--- src/rtl/vga_pkg.sv ---
// -----------------------------------------------------------------------------
// vga_pkg
// Shared definitions for the VGA raster path: default 640x480 timing lengths,
// the derived line/frame totals, the internal counter width and the phase
// type used by both the horizontal and the vertical axis.
// -----------------------------------------------------------------------------
package vga_pkg;

    // Default 640x480 @ 60 Hz timing (pixels for horizontal, lines for vertical).
    localparam int DEF_H_ACTIVE = 640;
    localparam int DEF_H_FRONT  = 16;
    localparam int DEF_H_SYNC   = 96;
    localparam int DEF_H_BACK   = 48;

    localparam int DEF_V_ACTIVE = 480;
    localparam int DEF_V_FRONT  = 10;
    localparam int DEF_V_SYNC   = 2;
    localparam int DEF_V_BACK   = 33;

    // Internal coordinate counters are unsigned and this wide; every axis
    // total must fit (<= 2048).
    localparam int CNT_W = 11;

    // Phase of one axis. Both axes walk ACT -> FP -> SY -> BP -> ACT.
    typedef enum logic [1:0] {
        ACT = 2'd0,
        FP  = 2'd1,
        SY  = 2'd2,
        BP  = 2'd3
    } phase_t;

    // Length of a whole axis period from its four phase lengths.
    function automatic int axis_total(input int active, input int front,
                                      input int sync,   input int back);
        return active + front + sync + back;
    endfunction

    localparam int DEF_H_TOTAL = axis_total(DEF_H_ACTIVE, DEF_H_FRONT,
                                            DEF_H_SYNC, DEF_H_BACK);   // 800
    localparam int DEF_V_TOTAL = axis_total(DEF_V_ACTIVE, DEF_V_FRONT,
                                            DEF_V_SYNC, DEF_V_BACK);   // 525

endpackage

--- src/rtl/vga_axis_counter.sv ---
// -----------------------------------------------------------------------------
// vga_axis_counter
// One raster axis: a position counter 0..TOTAL-1 plus a four-phase FSM
// (ACT -> FP -> SY -> BP -> ACT) that tracks which timing region the counter
// is in. Both advance only when step is high. Used twice by the scanner:
// horizontally (step = pixel tick) and vertically (step = tick at end of line).
//
// Parameters: ACTIVE, FRONT, SYNC, BACK - phase lengths in steps (each >= 1).
//
// Ports:
//   clk    in   system clock
//   reset  in   synchronous, active-high; returns to cnt=0, phase=ACT
//   step   in   advance counter and phase by one position this clock
//   cnt    out  current position, registered
//   phase  out  current phase, registered (state of the phase FSM)
//   wrap   out  cnt is at TOTAL-1, i.e. the next step returns to 0
// -----------------------------------------------------------------------------
module vga_axis_counter
    import vga_pkg::*;
#(
    parameter int ACTIVE = DEF_H_ACTIVE,
    parameter int FRONT  = DEF_H_FRONT,
    parameter int SYNC   = DEF_H_SYNC,
    parameter int BACK   = DEF_H_BACK
) (
    input  logic             clk,
    input  logic             reset,
    input  logic             step,
    output logic [CNT_W-1:0] cnt,
    output phase_t           phase,
    output logic             wrap
);

    localparam int TOTAL = axis_total(ACTIVE, FRONT, SYNC, BACK);

    // Last position held in each phase; the FSM leaves a phase on the step
    // taken while the counter sits on that phase's last position.
    localparam logic [CNT_W-1:0] LAST_ACT = CNT_W'(ACTIVE - 1);
    localparam logic [CNT_W-1:0] LAST_FP  = CNT_W'(ACTIVE + FRONT - 1);
    localparam logic [CNT_W-1:0] LAST_SY  = CNT_W'(ACTIVE + FRONT + SYNC - 1);
    localparam logic [CNT_W-1:0] LAST_BP  = CNT_W'(TOTAL - 1);

    logic [CNT_W-1:0] cnt_q;
    logic [CNT_W-1:0] cnt_d;
    phase_t           phase_q;
    phase_t           phase_d;

    // State registers.
    always_ff @(posedge clk) begin
        if (reset) begin
            cnt_q   <= '0;
            phase_q <= ACT;
        end else begin
            cnt_q   <= cnt_d;
            phase_q <= phase_d;
        end
    end

    assign wrap = (cnt_q == LAST_BP);

    // Next-state logic: counter and phase move together on a step.
    always_comb begin
        cnt_d   = cnt_q;
        phase_d = phase_q;
        if (step) begin
            cnt_d = wrap ? '0 : cnt_q + CNT_W'(1);
            case (phase_q)
                ACT:     if (cnt_q == LAST_ACT) phase_d = FP;
                FP:      if (cnt_q == LAST_FP)  phase_d = SY;
                SY:      if (cnt_q == LAST_SY)  phase_d = BP;
                BP:      if (wrap)              phase_d = ACT;
                default:                        phase_d = ACT;
            endcase
        end
    end

    assign cnt   = cnt_q;
    assign phase = phase_q;

endmodule

--- src/rtl/vga_pixel_scanner.sv ---
// -----------------------------------------------------------------------------
// vga_pixel_scanner
// Generates the VGA raster: a pixel-rate divider, horizontal and vertical
// position counters with their phase FSMs, active-low hsync/vsync, the current
// pixel coordinate, and pixel/line/frame strobes. It is the producer of the
// requested_x/requested_y coordinates consumed by the sprite window
// comparators. Those comparators add one register stage, so drawing logic must
// delay the syncs by the same amount.
//
// Parameters:
//   CLK_DIV  system clocks per pixel (>= 1)
//   H_ACTIVE, H_FRONT, H_SYNC, H_BACK  horizontal phase lengths (pixels)
//   V_ACTIVE, V_FRONT, V_SYNC, V_BACK  vertical phase lengths (lines)
//
// Ports:
//   clk          in   system clock
//   reset        in   synchronous, active-high; scan restarts from (0,0)
//   pixel_x      out  horizontal position 0..H_TOTAL-1 (zero-extended)
//   pixel_y      out  vertical position 0..V_TOTAL-1 (zero-extended)
//   pixel_tick   out  1-clk strobe: coordinate outputs are new this cycle
//   visible      out  pixel_x < H_ACTIVE and pixel_y < V_ACTIVE
//   hsync        out  active-low horizontal sync
//   vsync        out  active-low vertical sync
//   line_start   out  strobe with pixel_tick when pixel_x == 0
//   frame_start  out  strobe with pixel_tick when pixel_x == 0 and pixel_y == 0
//   frame_count  out  (only with VGA_SCANNER_FRAME_COUNT_EN) completed frames,
//                     16-bit, wraps 65535 -> 0, steps with frame_start
//
// Build option: define VGA_SCANNER_FRAME_COUNT_EN to add frame_count.
//
// Timing: the counters advance on the clock edge that ends a tick cycle
// (div_cnt == CLK_DIV-1); every output is decoded from those registers, so it
// shows the post-tick position one clock after the tick and holds until the
// next one. Position (0,0) is implied by reset, so the first pixel_tick after
// reset carries pixel_x = 1.
// -----------------------------------------------------------------------------
module vga_pixel_scanner
    import vga_pkg::*;
#(
    parameter int CLK_DIV  = 2,
    parameter int H_ACTIVE = DEF_H_ACTIVE,
    parameter int H_FRONT  = DEF_H_FRONT,
    parameter int H_SYNC   = DEF_H_SYNC,
    parameter int H_BACK   = DEF_H_BACK,
    parameter int V_ACTIVE = DEF_V_ACTIVE,
    parameter int V_FRONT  = DEF_V_FRONT,
    parameter int V_SYNC   = DEF_V_SYNC,
    parameter int V_BACK   = DEF_V_BACK
) (
    input  logic        clk,
    input  logic        reset,
    output int          pixel_x,
    output int          pixel_y,
    output logic        pixel_tick,
    output logic        visible,
    output logic        hsync,
    output logic        vsync,
    output logic        line_start,
    output logic        frame_start
`ifdef VGA_SCANNER_FRAME_COUNT_EN
    ,
    output logic [15:0] frame_count
`endif
);

    // -------------------------------------------------------------------------
    // Pixel-rate divider. With CLK_DIV == 1 the counter stays at 0 and the
    // tick is permanently high.
    // -------------------------------------------------------------------------
    localparam int                DIV_W    = (CLK_DIV > 1) ? $clog2(CLK_DIV) : 1;
    localparam logic [DIV_W-1:0]  DIV_LAST = DIV_W'(CLK_DIV - 1);

    logic [DIV_W-1:0] div_cnt;
    logic             tick;

    assign tick = (div_cnt == DIV_LAST);

    always_ff @(posedge clk) begin
        if (reset) begin
            div_cnt <= '0;
        end else if (tick) begin
            div_cnt <= '0;
        end else begin
            div_cnt <= div_cnt + DIV_W'(1);
        end
    end

    // -------------------------------------------------------------------------
    // Axis counters. The vertical axis steps only on the tick that wraps the
    // line, so both counters wrap to (0,0) on the same edge.
    // -------------------------------------------------------------------------
    logic [CNT_W-1:0] h_cnt;
    logic [CNT_W-1:0] v_cnt;
    phase_t           h_phase;
    phase_t           v_phase;
    logic             h_wrap;
    logic             v_wrap;
    logic             v_step;

    assign v_step = tick & h_wrap;

    vga_axis_counter #(
        .ACTIVE (H_ACTIVE),
        .FRONT  (H_FRONT),
        .SYNC   (H_SYNC),
        .BACK   (H_BACK)
    ) u_h_axis (
        .clk   (clk),
        .reset (reset),
        .step  (tick),
        .cnt   (h_cnt),
        .phase (h_phase),
        .wrap  (h_wrap)
    );

    vga_axis_counter #(
        .ACTIVE (V_ACTIVE),
        .FRONT  (V_FRONT),
        .SYNC   (V_SYNC),
        .BACK   (V_BACK)
    ) u_v_axis (
        .clk   (clk),
        .reset (reset),
        .step  (v_step),
        .cnt   (v_cnt),
        .phase (v_phase),
        .wrap  (v_wrap)
    );

    // -------------------------------------------------------------------------
    // Strobe and qualifier registers.
    // tick_q marks the clock right after a counter advance, i.e. the cycle in
    // which the coordinate outputs are new. started_q keeps visible low from
    // reset until the first tick, even though reset parks both axes in ACT.
    // -------------------------------------------------------------------------
    logic tick_q;
    logic started_q;

    always_ff @(posedge clk) begin
        if (reset) begin
            tick_q    <= 1'b0;
            started_q <= 1'b0;
        end else begin
            tick_q <= tick;
            if (tick) begin
                started_q <= 1'b1;
            end
        end
    end

    // -------------------------------------------------------------------------
    // Outputs.
    // -------------------------------------------------------------------------
    assign pixel_x     = 32'(h_cnt);
    assign pixel_y     = 32'(v_cnt);
    assign pixel_tick  = tick_q;
    assign visible     = started_q && (h_phase == ACT) && (v_phase == ACT);
    assign hsync       = (h_phase != SY);
    assign vsync       = (v_phase != SY);
    assign line_start  = tick_q && (h_cnt == '0);
    assign frame_start = line_start && (v_cnt == '0);

`ifdef VGA_SCANNER_FRAME_COUNT_EN
    // Steps on the same edge that lands the scan on (0,0), so the new count
    // is visible together with frame_start. Natural 16-bit wrap.
    logic [15:0] frame_cnt_q;

    always_ff @(posedge clk) begin
        if (reset) begin
            frame_cnt_q <= '0;
        end else if (tick && h_wrap && v_wrap) begin
            frame_cnt_q <= frame_cnt_q + 16'd1;
        end
    end

    assign frame_count = frame_cnt_q;
`else
    // Without the frame counter the vertical wrap has no consumer.
    logic unused_v_wrap;
    assign unused_v_wrap = v_wrap;
`endif

endmodule

--- config.mk ---
export PLATFORM = sky130hd
export DESIGN_NAME = vga_pixel_scanner
export DESIGN_NICKNAME = d
export VERILOG_FILES = /design/src/rtl/vga_pkg.sv /design/src/rtl/vga_axis_counter.sv /design/src/rtl/vga_pixel_scanner.sv
export SDC_FILE = /design/constraint.sdc
export NUM_CORES = 1
export LEC_CHECK = 0
export BUFFER_PORTS_ARGS = -buffer_cell sky130_fd_sc_hd__buf_4
export CAP_MARGIN = 20
export CORE_AREA = 2 2 77 97
export CTS_BUF_LIST = sky130_fd_sc_hd__clkbuf_4 sky130_fd_sc_hd__clkbuf_8
export DETAILED_ROUTE_END_ITERATION = 10
export DIE_AREA = 0 0 79 99
export HOLD_SLACK_MARGIN = 0.06
export PLACE_DENSITY = 0.63
export SYNTH_ARGS = -nofsm -noshare
export SYNTH_HDL_FRONTEND = slang
export SYNTH_SLANG_ARGS = --single-unit
--- constraint.sdc ---
create_clock -name clk -period 3.1 [get_ports clk]
set_input_delay 0.155 -clock clk [delete_from_list [all_inputs] [get_ports clk]]
set_output_delay 0.155 -clock clk [all_outputs]
set_load 0.02 [all_outputs]
==> results.py <==
metrics = {
    "placed_design": {
        "dp_hpwl_mm": 3.148,
        "dp_cells": 358,
        "io_buffers": 29,
        "post-place-ws_ns": 1.056,
        "gp_congestion": 0.7719,
        "place_area_um2": 2143,
    },
    "yosys": {
        "synth_top_area_frac": 0.2895,
        "synth_cell_types": 42,
        "synth.avg_cell_area_um2": 8.055,
        "ys.flop_type": "dfxtp_1",
        "yosys_warnings": 0,
        "synth_top_cell_by_area": "dfxtp_1",
        "synth_area_leaders": "dfxtp_1 29%, buf_4 16%, ha_1 8.1%",
        "syn-instance-count": 249,
        "netlist_area_um2": 2006,
        "synth-edff-count": 0,
        "synth_seq_cells": 29,
        "async_flop_share": 0,
        "yosysSeqAreaShare": 0.2895,
    },
    "sta": {
        "max_freq_mhz": 474.4,
        "maxSlewViolCount": 0,
        "min_period_ns": 2.108,
        "timing.slew.headroom": 0.6461,
        "final.setup_skew_ns": 0.004282,
        "hold_viol": 0,
        "rsz0062_at_grt": "no",
        "worstMarginPinSlew_ns": 0.5260,
        "setup_viol": 0,
        "setup_slack_ns": 0.9919,
        "finalCritPeriodShare": 0.6800,
        "fin_tns_setup_ns": 0,
    },
    "grt": {
        "grt_pass1_wl_mm": 7.134,
        "overflow": 0,
        "grt_max_degree": 32,
        "grt_pass1_vias": 1478,
        "antenna_found_initial": 0,
        "grt_usage": 0.1149,
    },
    "finish": {
        "fin_util": 0.3241,
        "final_cell_mix": "42 x conb_1, 30 x buf_4, 29 x dfxtp_1",
        "num_antenna_cells": 0,
        "drive_gt1_frac": 0.1382,
        "fin_cells": 365,
        "area_delta_synth_final_pct": 11.35,
        "final_common_cell": "conb_1",
        "fin_area_um2": 2233,
        "nets": 290,
    },
    "worst_setup_path": {
        "r2r_start": "u_h_axis.cnt[0]",
        "r2r_setup_slack_ns": 1.02,
        "crit_start": "u_h_axis.cnt[5]",
        "cp_data_required_time_ns": 2.94,
        "critPathLaunchType": "register",
        "critPathKind": "reg2out",
        "crit_path_end_kind": "primary output",
        "cp.arrival_ns": 1.95,
        "cp_max_fo": 8,
    },
    "cts": {
        "cts_root_buf": "clkbuf_8",
        "postCtsSetupBuffers": 0,
        "clkTransAtPathRegs_ns": 0.06,
        "clk_latency_ns": 0.28,
        "cts_hold_buf": 0,
        "cts_tree": "yes",
        "clock_path_buffers": 2,
        "cts_buffers": 5,
        "cts_resized": 0,
        "h-tree-depth": 2,
        "cts_sinks": 29,
    },
    "detailed_routing": {
        "via_per_inst": 4.597,
        "antenna_left": 0,
        "drcViolationCount": 0,
        "wire_per_inst_um": 11.95,
        "drt_iter0_drc": 76,
        "firstDrtPassIters": 4,
        "postRouteWirelength_mm": 4.362,
        "via_count": 1678,
    },
    "run_status": {
        "status": "completed",
    },
    "job": {
        "maxCapViolCount": 0,
    },
    "pwr": {
        "powerDensity_nw_per_um2": 353.9,
        "leakagePower_nw": 0.9140,
        "vdd_drop_max_v": 0.0002229,
    },
    "floorplanning": {
        "die_x_um": 79,
        "dieArea_um2": 7821,
        "core_um2": 6892,
        "fp.dieH_um": 99,
        "initial_core_util": 0.2910,
        "io_pins": 72,
        "rows": 34,
    },
    "worst_hold_path": {
        "worstHoldStart": "reset",
        "min_path_type": "in2reg",
    },
}
-- kinds of logic after synthesis --
group / after synthesis / synth area share
simple gates: 93 / 0.2601
buf+inv: 64 / 0.1990
compound gates: 37 / 0.1142
flops: 29 / 0.2895
fa+ha+maj: 13 / 0.08110
xor+xnor: 9 / 0.03930
mux: 3 / 0.01497
other cells: 1 / 0.001870
-- power by group --
part | internal (mW) | leakage, nW | switching [mW]
Combinational | 0.0139 | 0.632 | 0.0655
Clock | 0.185 | 0.0477 | 0.143
Sequential | 0.377 | 0.235 | 0.00646
-- path summary, 6_finish.rpt --
kind | to | depth (start not counted)
max | frame_start | 5
min | u_h_axis.cnt[4] | 2
max reg2reg | u_v_axis.cnt[7] | 6
min reg2reg | started_q | 2
-- metal layers --
layer	track usage	vias to the layer above	wire (µm)
met3	0.03663	8	292
met2	0.1838	68	2015
met5	0	-	0
li1	-	834	-
met1	0.1449	768	1997
met4	0.03979	0	57
-- registers in the layout (all words and copies together), names as in the netlist --
register / count
div_cnt: 1
pixel_tick: 1
u_h_axis.phase: 2
started_q: 1
u_v_axis.phase: 2
u_v_axis.cnt: 11
u_h_axis.cnt: 11
-- area by class of cell --
| cell class | count | area (µm²) |
|---|---|---|
| Clock buffer | 7 | 90.09 |
| Fill cell | 764 | 4658 |
| Inverter | 12 | 45.04 |
| Multi-Input combinational cell | 197 | 1180 |
| Sequential cell | 29 | 580.6 |
| Tap cell | 90 | 112.6 |
| Timing Repair Buffer | 30 | 225.2 |
-- critical path: stages (launching register included) --
cell	delay, ns
dfxtp_1	0.41
nor4_4	0.38
nand4_1	0.13
nor4_1	0.42
and2_1	0.20
buf_4	0.13
-- stage by stage --
step	hold slack, ns	total power, mW
2_1_floorplan	0.2381	0.4969
4_1_cts	0.2478	0.8009
3_3_place_gp	0.4368	0.4702
3_5_place_dp	0.4491	0.4709
5_1_grt	0.2673	0.8252
6_report	0.2481	0.7904
-- synthesized netlist by cell type, types with 4 or more instances --
cell type / count
nor4_1: 4
ha_1: 13
a21oi_1: 14
xor2_1: 6
nor2_1: 19
inv_1: 12
nand3_1: 7
nand2_1: 13
nor3_1: 9
nand2b_1: 8
dfxtp_1: 29
o21ai_0: 10
nand4_1: 6
clkbuf_1: 9
buf_4: 42
and3_1: 8
(Power assumes the default switching activity.)
